$ cat config.mk
export PLATFORM = sky130hd
export DESIGN_NAME = bus_transfer_scheduler
export DESIGN_NICKNAME = d
export VERILOG_FILES = /design/src/rtl/bus_transfer_scheduler.sv
export SDC_FILE = /design/constraint.sdc
export NUM_CORES = 1
export LEC_CHECK = 0
export CORE_MARGIN = 2
export CORE_UTILIZATION = 45
export CTS_BUF_LIST = sky130_fd_sc_hd__clkbuf_16
export DETAILED_ROUTE_END_ITERATION = 8
export PLACE_DENSITY = 0.66
export SYNTH_ARGS = -nofsm -noshare
export SYNTH_HDL_FRONTEND = slang
export SYNTH_SLANG_ARGS = --single-unit
$ cat constraint.sdc
create_clock -name clk -period 3.6 [get_ports clk]
set_input_delay 0.36 -clock clk [delete_from_list [all_inputs] [get_ports clk]]
set_output_delay 0.36 -clock clk [all_outputs]
set_load 0.05 [all_outputs]
$ cat src/rtl/bus_transfer_scheduler.sv
// bus_transfer_scheduler: queues bus transfer requests (req_*) and issues them as registered selectIn/dest_wr_en/dmem_rd_en with done/busy/err status
module bus_transfer_scheduler #(
  parameter int DEPTH = 4,
  parameter int SEL_WIDTH = 4,
  parameter int DEST_WIDTH = 8,
  parameter int DMEM_LAT = 1
) (
  input  logic                  clk,
  input  logic                  rstN,
  input  logic                  req_valid,
  output logic                  req_ready,
  input  logic [SEL_WIDTH-1:0]  req_src,
  input  logic [DEST_WIDTH-1:0] req_dest,
  output logic [SEL_WIDTH-1:0]  selectIn,
  output logic [DEST_WIDTH-1:0] dest_wr_en,
  output logic                  dmem_rd_en,
  output logic                  done,
  output logic                  busy,
  output logic                  err
);
  localparam int AW = $clog2(DEPTH);
  localparam int CW = $clog2(DMEM_LAT + 1);
  localparam logic [AW:0] FULL = (AW+1)'(DEPTH);
  localparam logic [SEL_WIDTH-1:0] SRC_DMEM = '0;
  localparam logic [SEL_WIDTH-1:0] SRC_IDLE = SEL_WIDTH'(9);
  typedef enum logic {IDLE, MEM_WAIT} state_t;
  state_t state_q, state_d;
  logic [SEL_WIDTH-1:0] src_mem [DEPTH];
  logic [DEST_WIDTH-1:0] dest_mem [DEPTH];
  logic [AW-1:0] wr_ptr_q, rd_ptr_q;
  logic [AW:0] count_q;
  logic [CW-1:0] cnt_q, cnt_d;
  logic [DEST_WIDTH-1:0] hold_q, hold_d, wr_q, wr_d;
  logic [SEL_WIDTH-1:0] sel_q, sel_d;
  logic rd_q, rd_d, done_q, done_d, err_q, err_d, push, pop;
  logic [SEL_WIDTH-1:0] head_src;
  logic [DEST_WIDTH-1:0] head_dest;
  assign req_ready = count_q != FULL;
  assign push = req_valid && req_ready;
  assign head_src = src_mem[rd_ptr_q];
  assign head_dest = dest_mem[rd_ptr_q];
  assign selectIn = sel_q;
  assign dest_wr_en = wr_q;
  assign dmem_rd_en = rd_q;
  assign done = done_q;
  assign err = err_q;
  assign busy = (count_q != '0) || (state_q == MEM_WAIT) || done_q;
  always_ff @(posedge clk) begin
    if (push) begin
      src_mem[wr_ptr_q] <= req_src;
      dest_mem[wr_ptr_q] <= req_dest;
    end
  end
  // MEM_WAIT hands back to IDLE on the edge that registers the DMem done
  // outputs; IDLE then pops the next head on the following edge.
  always_comb begin
    state_d = state_q;
    cnt_d = cnt_q;
    hold_d = hold_q;
    sel_d = SRC_IDLE;
    wr_d = '0;
    rd_d = 1'b0;
    done_d = 1'b0;
    err_d = err_q;
    pop = 1'b0;
    if (state_q == MEM_WAIT) begin
      sel_d = SRC_DMEM;
      if (cnt_q == CW'(1)) begin
        wr_d = hold_q;
        done_d = 1'b1;
        state_d = IDLE;
      end else cnt_d = cnt_q - CW'(1);
    end else if (count_q != '0) begin
      pop = 1'b1;
      if (head_src == SRC_DMEM) begin
        sel_d = SRC_DMEM;
        rd_d = 1'b1;
        hold_d = head_dest;
        cnt_d = CW'(DMEM_LAT);
        state_d = MEM_WAIT;
      end else if (head_src > SRC_IDLE) err_d = 1'b1;
      else begin
        sel_d = head_src;
        wr_d = head_dest;
        done_d = 1'b1;
      end
    end
  end
  always_ff @(posedge clk or negedge rstN) begin
    if (!rstN) begin
      state_q <= IDLE;
      wr_ptr_q <= '0;
      rd_ptr_q <= '0;
      count_q <= '0;
      cnt_q <= '0;
      hold_q <= '0;
      sel_q <= SRC_IDLE;
      wr_q <= '0;
      rd_q <= 1'b0;
      done_q <= 1'b0;
      err_q <= 1'b0;
    end else begin
      state_q <= state_d;
      wr_ptr_q <= push ? wr_ptr_q + AW'(1) : wr_ptr_q;
      rd_ptr_q <= pop ? rd_ptr_q + AW'(1) : rd_ptr_q;
      count_q <= count_q + (AW+1)'(push) - (AW+1)'(pop);
      cnt_q <= cnt_d;
      hold_q <= hold_d;
      sel_q <= sel_d;
      wr_q <= wr_d;
      rd_q <= rd_d;
      done_q <= done_d;
      err_q <= err_d;
    end
  end
endmodule

**Word level (Yosys, flattened, before mapping)**

Memories as Yosys holds them, arrays and structs flattened.
Index checks and enable logic that the tools add are counted.

- Input bits: 15
- Register bits after elaboration: 32
- Latch bits: 0
- Memories kept: 2
- Output and inout bits: 17
- Bits in read-only memories: 0
- RAM bits: 48
- Logic and storage cells: 59

Memory list:

| memory | words | bits a word | read ports | clocked after memory_dff | write ports | line | text |
|---|---|---|---|---|---|---|---|
| dest_mem | 4 | 8 | 1 | 0 | 1 | 29 | `logic [DEST_WIDTH-1:0] dest_mem [DEPTH];` |
| src_mem | 4 | 4 | 1 | 0 | 1 | 28 | `logic [SEL_WIDTH-1:0] src_mem [DEPTH];` |

- Reductions and logical operators: 10
- Divide/modulo/power cells: 0
- Multiply operators: 0
- Bitwise operators: 2
- $add $sub $neg: 5
- Eq/ne operators: 1
- Magnitude comparators: 1
- Mux-type cells: 27
- Shift operators: 0

Operators with widths:

| cell | count |
|---|---|
| 8-bit two-way mux | 5 |
| 1-bit two-way mux | 18 |
| 4-bit two-way mux | 4 |
| 2-bit by 1-bit adder with 2-bit output (second input constant) | 2 |
| 4-bit greater-than comparator (second input constant) | 1 |
| 4-bit zero test | 1 |
| 4-bit AND reduction | 1 |
| 2-bit nonzero test | 2 |
| 3-bit by 1-bit adder with 3-bit output | 1 |
| 3-bit != test (second input constant) | 1 |
| 3-bit AND reduction | 1 |
| 3-bit nonzero test | 1 |
| 3-bit by 1-bit subtractor with 3-bit output | 1 |
| 1-bit logical OR | 2 |
| 1-bit inverter | 2 |
| 2-bit AND reduction | 1 |
| 1-bit logical AND | 1 |
| 1-bit subtractor (second input constant) | 1 |

**Logic depth before layout (Yosys ltp)**

Gate-level depths: netlist of the first run.
An unclocked memory read counts as a cell.

- Depth after elaboration: 6
- Gate-level depth with buffers: 11
- Mapped depth without buffers: 11

**Worst setup path after synthesis of the first run**

No wires, ideal clock.

- Kind: flip-flop to flip-flop
- Start point: reg count_q[1]
- End point: reg count_q[2]
- Path slack: 1.185 ns
- Clock period less this slack: 2.415 ns
- Data arrival time: 2.292 ns
- Buffers on the path: 0
- Cell stages (with the launch flop): 12
- Library setup time: 0.123 ns
- Required time: 3.477 ns
- Cell sequence: dfrtp_1 -> nor2_1 -> nand2_1 -> and2_1 -> inv_1 -> ha_1 -> inv_1 -> ha_1 -> inv_1 -> fa_1 -> xnor2_1 -> xnor2_1

- Word-level cells in the longest chain between the ends: 4
- Elaborated cells on any way between the ends: 7
- Classes of those cells: add/sub: 2; eq/ne: 1; mux: 2; reduce/logical: 2

RTL lines:

| item | line | text |
|---|---|---|
| from (decl) | 31 | `logic [AW:0] count_q;` |
| from (signal assigned) | 106 | `count_q <= count_q + (AW+1)'(push) - (AW+1)'(pop);` |
| 3-bit != test | 38 | `assign req_ready = count_q != FULL;` |
| named net req_ready | 11 | `output logic req_ready,` |
| 1-bit logical AND | 39 | `assign push = req_valid && req_ready;` |
| 3-bit by 1-bit adder with 3-bit output | 106 |  |
| 3-bit by 1-bit subtractor with 3-bit output | 106 |  |

The timed path passes the listed nets, and every way through them passes these cells.
A chain may end at the register's enable or synchronous reset.

**Worst setup path in the final report of the first run**

- Start point: reg count_q[1]
- End point: out busy

- Word-level cells in the longest chain between the ends: 3

RTL lines:

| item | line | text |
|---|---|---|
| 3-bit nonzero test | 47 | `assign busy = (count_q != '0) \|\| (state_q == MEM_WAIT) \|\| done_q;` |
| 1-bit logical OR (2 in series) | 47 |  |
| to (decl) | 18 | `output logic busy,` |

No other way between the ends.

==> out/qor.yml, run 1 <==
outcome: "completed"
hp-class: "in -> async"
grt.total_usage_pct: 14.7
pwr-share-clk_pct: 24.1
grt_start_max_net_pins: 33
vias: 1470
cts_num_sinks: 80
sequentialPowerShare_pct: 38.7
netlist_area_mm2: 0.00309
p_switching_mw: 1.24
cts_root_buf: "clkbuf_16"
syn_inst: 163
die_area_mm2: 0.00756
synth_top_area_share_pct: 46.6
power_frac_comb_pct: 37.2
path_clk_slew_ps: 60
maxCapViolCount: 0
dp_hpwl_um: 3360
cts_tree: "built"
grt_pass1_vias: 1547
period_share_pct: 72.6
area_growth_pct: 22.4
switching_share_pct: 33.9
die_x_um: 86.9
max_freq_mhz: 383
end_kind: "output pin"
holdBufCountCts: 0
wl_per_cell_um: 17.2
final_layout_size_suffix_gt1_share_pct: 21.7
dp_cells: 271
grt_pass1_wl_um: 8050
drc: 0
intPower_mw: 2.42
overflow: 0
finalSetupTns_ps: 0
initial_core_util_pct: 46.1
peakVddDrop_uv: 268
synth_area_per_cell_um2: 19.0
synth_fp_nets: 185
core_area_mm2: 0.00672
drt-vias-per-instance: 5.12
die_h_um: 86.9
cts.htree.levels: 3
clkLatencyLatePin_ps: 330
drt_wl_total_um: 4950
layout_min_cycle_time_ps: 2610
drt_iter0_drc: 20
required_ps: 3240
antenna_found_initial: 0
finalSetupViolCount: 0
routabilityCongestion: 0.745
synthTopCellsByArea: "edfxtp_1, dfrtp_1, mux4_2"
yosysTopAreaCell: "edfxtp_1"
cts_resized: 0
fin_cells: 287
leakage_nw: 1.48
portBuffers: 31
pwr_density_cell_mw_per_mm2: 965
final_common_cell: "edfxtp_1"
worstPathArrival_ps: 2250
path_class: "reg -> out"
final_cell_mix: "edfxtp_1, clkdlybuf4s50_1, dfrtp_1"
synth.ff_latch_count: 80
clock_path_buffers: 2
yosysUniqueCellTypes: 30
yosysWarnings: 0
drv_slew: 0
num_antenna_cells: 0
tightest_slew_ps: 637
ioPinCount: 32
hold_viol_final: 0
ant_nets: 0
relSlewSlack_pct: 57.5
startpoint_type: "register"
finClkSkew_ps: 6.85
final_net_count: 224
numCtsBuffers: 9
cts_setup_buffers: 0
yosysSeqAreaShare_pct: 72.5
rsz0062_at_grt: "false"
firstDrtPassIters: 4
placementRows: 30
crit_fanout: 4
-- cell families after synthesis --
family,Yosys count,synth area share (%)
flops,80,72.5
compound gates,13,3.28
simple gates,22,4.61
fa+ha+maj,7,3.07
mux,21,13.0
buf+inv,15,2.10
xor+xnor,5,1.42
-- worst max-delay path, stage by stage (launching register included) --
cell and delay, ps:
dfrtp_1 440, nor3_1 360, inv_1 120, or3_1 310, clkdlybuf4s50_1 700
-- per-stage QoR --
step	hold slack, ps	cell area [um2]	power (mW)	setup slack (ps)	util, %
floorplan	64.4	3090	2.44	1180	-
global placement	455	3490	2.75	1230	52.0
detailed placement	473	3490	2.81	1100	52.0
CTS	433	3790	3.70	969	56.4
global route	464	3790	3.87	762	56.4
finish	421	3790	3.66	988	56.4
-- layout make-up --
| type | count | area [um2] |
|---|---|---|
| Fill cell | 479 | 2930 |
| Sequential cell | 80 | 2240 |
| Multi-Input combinational cell | 68 | 785 |
| Timing Repair Buffer | 33 | 325 |
| Clock buffer | 9 | 225 |
| Tap cell | 80 | 100 |
| Clock inverter | 7 | 71.3 |
| Inverter | 10 | 37.5 |
-- sequential cells by signal, summed over array words and instances, names as in the netlist --
signal and count:
cnt_q 1, count_q 3, dest_mem 32, dest_wr_en 8, dmem_rd_en 1, done 1, err 1, hold_q 8
rd_ptr_q 2, selectIn 4, src_mem 16, state_q 1, wr_ptr_q 2
-- power groups by stage --
stage / sequential (mW) / clock (mW) / combinational, mW
CTS: 1.42 / 0.898 / 1.38
finish: 1.42 / 0.881 / 1.36
global route: 1.45 / 0.937 / 1.49
global placement: 1.42 / 0 / 1.33
detailed placement: 1.44 / 0 / 1.38
floorplan: 1.61 / 0 / 0.830
-- path summary, 6_finish.rpt --
kind,end,start,slack (ps),cells after the start
worst max-delay path,busy,count_q[1]$_DFF_PN0_,990,4
worst min-delay path,selectIn[2]$_DFF_PN0_,rstN,420,2
worst max register to register,count_q[2]$_DFF_PN0_,count_q[1]$_DFF_PN0_,1130,10
worst min register to register,err$_DFFE_PN0P_,err$_DFFE_PN0P_,490,1
max in group asynchronous,selectIn[0]$_DFF_PN1_,rstN,2860,2
min in group clk,err$_DFFE_PN0P_,err$_DFFE_PN0P_,490,1
-- Yosys cell counts --
| cell type | number |
|---|---|
| edfxtp_1 | 48 |
| dfrtp_1 | 30 |
| mux4_2 | 12 |
| inv_1 | 10 |
| a22o_1 | 8 |
| mux2_4 | 8 |
| ha_1 | 6 |
| and3_1 | 5 |
| nor2_1 | 5 |
| xnor2_1 | 5 |
| nand2_1 | 3 |
| and2_1 | 2 |
| clkbuf_1 | 2 |
| dfstp_2 | 2 |
| or2_2 | 2 |
| a211o_1 | 1 |
| a21oi_1 | 1 |
| buf_1 | 1 |
| buf_2 | 1 |
| buf_6 | 1 |
| fa_1 | 1 |
| mux2_2 | 1 |
| nand2_4 | 1 |
| nor3_1 | 1 |
| nor3b_2 | 1 |
| nor4_4 | 1 |
| o21ai_0 | 1 |
| o21ai_1 | 1 |
| o21bai_1 | 1 |
| or3_1 | 1 |
-- routing by layer --
metal  track usage [%]  vias up  routed length, um
met4              5.54        0                 80
li1                  -      694                  -
met5                 0        -                  0
met2              23.9       30               2540
met1              18.7      740               2140
met3              4.55        6                179
No activity file was read; power rests on OpenSTA's default activity.
==> run 2: changes to the inputs <==
--- a/config.mk
+++ b/config.mk
@@ -9,7 +9,7 @@
 export CORE_UTILIZATION = 45
 export CTS_BUF_LIST = sky130_fd_sc_hd__clkbuf_16
 export DETAILED_ROUTE_END_ITERATION = 8
-export PLACE_DENSITY = 0.66
+export PLACE_DENSITY = 0.68
 export SYNTH_ARGS = -nofsm -noshare
 export SYNTH_HDL_FRONTEND = slang
 export SYNTH_SLANG_ARGS = --single-unit
==> constraint.sdc (replaced) <==
create_clock -name clk -period 2.4 [get_ports clk]
set_input_delay 0.24 -clock clk [delete_from_list [all_inputs] [get_ports clk]]
set_output_delay 0.24 -clock clk [all_outputs]
set_load 0.05 [all_outputs]
==> out/qor.yml, run 2 (synthesis gave the netlist of run 1 again) <==
cts_setup_buffers: 0
numCtsBuffers: 9
grt_pass1_wl_um: 7750
crit_chain: "mux4_2, nor4_4, nand2_4, mux2_4"
cts.htree.levels: 3
drt-vias-per-instance: 5.14
grt_pass1_vias: 1524
worstPathArrival_ps: 2460
largest_registers: "dest_mem x32, src_mem x16"
required_ps: 2610
path_clk_slew_ps: 60
drt_wl_total_um: 4800
end_kind: "register"
final_layout_size_suffix_gt1_share_pct: 25.1
layout_min_cycle_time_ps: 2250
tightest_slew_ps: 653
path_class: "reg -> reg"
finClkSkew_ps: 4.51
routabilityCongestion: 0.728
power_mw: 5.50
final_common_cell: "edfxtp_1"
max_freq_mhz: 445
die_h_um: 86.9
rsz0062_at_grt: "false"
wl_per_cell_um: 16.5
peakVddDrop_uv: 428
hp-class: "in -> async"
finalSetupTns_ps: 0
drc: 0
portBuffers: 31
area_growth_pct: 23.5
crit_fanout: 10
dp_hpwl_um: 3220
holdBufCountCts: 0
dpl_cell_area_mm2: 0.00353
startpoint_type: "register"
cts_num_sinks: 80
vias: 1497
clkLatencyLatePin_ps: 330
finalInstanceArea_mm2: 0.00382
slowest_stage: "mux4_2"
period_share_pct: 93.7
fillers: 473
grt_start_max_net_pins: 33
final_cell_mix: "edfxtp_1, clkdlybuf4s50_1, dfrtp_1"
firstDrtPassIters: 4
ant_nets: 0
drt_iter0_drc: 38
finalSetupViolCount: 0
ioPinCount: 32
die_x_um: 86.9
relSlewSlack_pct: 56.5
drv_slew: 0
regMostFlops: "dest_mem"
num_antenna_cells: 0
outcome: "completed"
hold_viol_final: 0
grt.total_usage_pct: 14.3
cts_tree: "built"
maxCapViolCount: 0
clock_path_buffers: 2
overflow: 0
final_net_count: 228
cts_root_buf: "clkbuf_16"
die_area_mm2: 0.00756
leakage_nw: 1.49
initial_core_util_pct: 46.1
largest_reg_flops: 32
core_area_mm2: 0.00672
pwr_density_cell_mw_per_mm2: 1440
cpPeakStageDelay_ps: 630
placementRows: 30
antenna_found_initial: 0
## run 2: cell count changes in the layout (fill, tap and decap cells not counted), sizes merged
cell,before,now
buf,2,6
inv,11,15
clkinv,3,1
bufinv,1,0
clkdlybuf4s50,31,30
clkinvlp,2,1
dlygate4sd2,0,1
## run 2: final cells by class
class | instances | area, um2 | share of cell area, %
Timing Repair Buffer | 37 | 354 | 9.27
Inverter | 10 | 37.5 | 0.982
Clock inverter | 7 | 60.1 | 1.57
Clock buffer | 9 | 225 | 5.89
Multi-Input combinational cell | 68 | 798 | 20.9
Tap cell | 80 | 100 | 2.62
Sequential cell | 80 | 2250 | 58.8
## run 2: per-layer routing
metal	global-route usage [%]	up-vias	wire, um	share of wire, %
met5	0	-	0	0
met1	18.2	746	2100	44
li1	-	706	-	-
met4	7.24	0	107	2.2
met2	21.7	37	2380	50
met3	4.93	8	210	4.4
## run 2: path summary, 6_finish.rpt
kind	startpoint	end	slack, ps	depth (start not counted)
max	rd_ptr_q[0]$_DFFE_PN0P_	hold_q[5]$_DFFE_PN0P_	150	4
min	rstN	wr_ptr_q[1]$_DFFE_PN0P_	300	2
max reg2reg	rd_ptr_q[0]$_DFFE_PN0P_	hold_q[5]$_DFFE_PN0P_	150	4
min reg2reg	err$_DFFE_PN0P_	err$_DFFE_PN0P_	490	1
max in group asynchronous	rstN	selectIn[0]$_DFF_PN1_	1780	2
min in group clk	err$_DFFE_PN0P_	err$_DFFE_PN0P_	490	1
## run 2: power breakdown
| part | leakage (nW) | switching, mW | internal [mW] |
|---|---|---|---|
| clock network | 0.138 | 0.558 | 0.719 |
| registers | 0.824 | 0.212 | 1.92 |
| logic | 0.533 | 1.14 | 0.956 |
## run 2: critical path: cells and delay by family (launching register included)
family / cells / cell delay (ps)
multiplexers: 2 / 970
flip-flops: 1 / 540
AND/OR/NAND/NOR: 2 / 610
## run 2: per-stage QoR
stage | setup WS [ps] | std cells | hold WS [ps] | util, %
6_report | 152 | 291 | 299 | 56.9
5_1_grt | 15.7 | 291 | 336 | 56.9
4_1_cts | 122 | 291 | 306 | 56.8
3_5_place_dp | 39.7 | 275 | 463 | 52.5
3_3_place_gp | 166 | 275 | 456 | 52.5
2_1_floorplan | 85.6 | 163 | -55.6 | -
## run 2: repair_timing
item | in CTS | in global routing
resized for setup | 1 | 2
setup endpoints to repair | 1 | 1
pin swaps | 0 | 0
==> run 3: changes to the inputs <==
--- a/config.mk
+++ b/config.mk
@@ -6,10 +6,10 @@
 export NUM_CORES = 1
 export LEC_CHECK = 0
 export CORE_MARGIN = 2
-export CORE_UTILIZATION = 45
+export CORE_UTILIZATION = 50
 export CTS_BUF_LIST = sky130_fd_sc_hd__clkbuf_16
 export DETAILED_ROUTE_END_ITERATION = 8
-export PLACE_DENSITY = 0.68
+export PLACE_DENSITY = 0.74
 export SYNTH_ARGS = -nofsm -noshare
 export SYNTH_HDL_FRONTEND = slang
 export SYNTH_SLANG_ARGS = --single-unit
==> out/qor.yml, run 3 (synthesis gave the netlist of run 1 again) <==
dpl_cell_area_mm2: 0.00352
pwr-share-clk_pct: 26.5
finalInstanceArea_mm2: 0.00388
peakVddDrop_uv: 985
firstDrtPassIters: 4
cts.htree.levels: 3
power_mw: 5.80
drc: 0
largest_reg_flops: 32
end_kind: "register"
path_clk_slew_ps: 60
final_cell_mix: "edfxtp_1, clkdlybuf4s50_1, dfrtp_1"
hp-class: "in -> async"
final_layout_size_suffix_gt1_share_pct: 25.7
power_frac_comb_pct: 36.2
worstPathArrival_ps: 2480
antenna_found_initial: 0
portBuffers: 31
relSlewSlack_pct: 56.3
area_growth_pct: 25.3
numCtsBuffers: 9
holdBufCountCts: 0
switching_share_pct: 32.9
final_common_cell: "edfxtp_1"
pwr_density_cell_mw_per_mm2: 1500
routabilityCongestion: 0.781
cts_root_buf: "clkbuf_16"
die_area_mm2: 0.00683
rsz0062_at_grt: "true"
clock_path_buffers: 2
grt_start_max_net_pins: 33
vias: 1507
fillers: 402
final_net_count: 227
core_area_mm2: 0.00596
layout_min_cycle_time_ps: 2270
num_antenna_cells: 0
ioPinCount: 32
dp_hpwl_um: 3350
ant_nets: 0
required_ps: 2610
crit_fanout: 4
grt_pass1_wl_um: 7830
max_freq_mhz: 440
p_switching_mw: 1.91
initial_core_util_pct: 52.0
drt-vias-per-instance: 5.29
reg2reg_slack_ps: 130
holdWs_ps: 300
final.setup.worst_slack_ps: 128
finalSetupViolCount: 0
drt_wl_total_um: 4930
grt.total_usage_pct: 16.6
hold_viol_final: 0
r2r.worst_path.cells: 10
path_class: "reg -> reg"
maxCapViolCount: 0
cts_num_sinks: 80
pre_cts_ws_ps: 28.0
tightest_slew_ps: 656
cts_tree: "built"
die_x_um: 82.7
die_h_um: 82.7
finClkSkew_ps: 4.46
drv_slew: 0
intPower_mw: 3.89
overflow: 0
placementRows: 28
outcome: "completed"
largest_registers: "dest_mem x32, src_mem x16"
clkLatencyLatePin_ps: 320
finalSetupTns_ps: 0
drt_iter0_drc: 62
grt_pass1_vias: 1557
leakage_nw: 1.52
startpoint_type: "register"
regMostFlops: "dest_mem"
period_share_pct: 94.7
sequentialPowerShare_pct: 37.2
wl_per_cell_um: 17.3
run 3: cell type report:
class / instances / area, um2 / area share [%]
clock buffers: 9 / 225 / 5.81
clock inverters: 7 / 119 / 3.07
inverters: 10 / 37.5 / 0.968
multi-input cells: 68 / 808 / 20.8
flip-flops and latches: 80 / 2250 / 58.0
well taps: 75 / 93.8 / 2.42
repair buffers: 36 / 347 / 8.94
run 3: routing by layer:
| metal | wire (um) | share of wire, % | vias up | GRT usage (%) |
|---|---|---|---|---|
| met5 | 0 | 0 | - | 0 |
| met4 | 106 | 2.1 | 0 | 7.70 |
| met3 | 203 | 4.1 | 10 | 5.65 |
| met2 | 2500 | 51 | 36 | 26.5 |
| met1 | 2130 | 43 | 756 | 20.4 |
| li1 | - | - | 705 | - |
run 3: repair_timing:
action	4_1_cts	5_1_grt
setup endpoints to repair	1	18
pin swaps	0	1
resized for setup	1	5
buffers inserted	0	0
hold endpoints to repair	0	0
run 3: worst max-delay path: stages, from the launching register on:
cell and delay [ps]:
dfrtp_1 440, nor3_4 270, or2_4 190, inv_1 60, ha_1 270, inv_1 50, ha_1 130, inv_1 50
fa_1 410, xnor2_2 160, xnor2_1 130
run 3: per-stage QoR:
step	util, %	cells
3_3_place_gp	59.0	269
3_5_place_dp	59.0	269
6_report	65.1	285
4_1_cts	64.8	285
5_1_grt	65.1	285
2_1_floorplan	-	163
run 3: path summary, 6_finish.rpt:
| check | to | from |
|---|---|---|
| min | selectIn[2]$_DFF_PN0_ | rstN |
| min in group clk | state_q$_DFF_PN0_ | cnt_q$_DFFE_PN0P_ |
| max in group asynchronous | selectIn[3]$_DFF_PN1_ | rstN |
| max reg2reg | count_q[2]$_DFF_PN0_ | count_q[2]$_DFF_PN0_ |
| min reg2reg | state_q$_DFF_PN0_ | cnt_q$_DFFE_PN0P_ |
| max | count_q[2]$_DFF_PN0_ | count_q[2]$_DFF_PN0_ |
run 3: power by group through the flow:
stage | logic (mW) | clock network (mW) | registers [mW]
4_1_cts | 2.09 | 1.56 | 2.15
6_report | 2.10 | 1.54 | 2.16
2_1_floorplan | 1.25 | 0 | 2.41
3_3_place_gp | 2.01 | 0 | 2.14
5_1_grt | 2.28 | 1.61 | 2.21
3_5_place_dp | 2.08 | 0 | 2.17
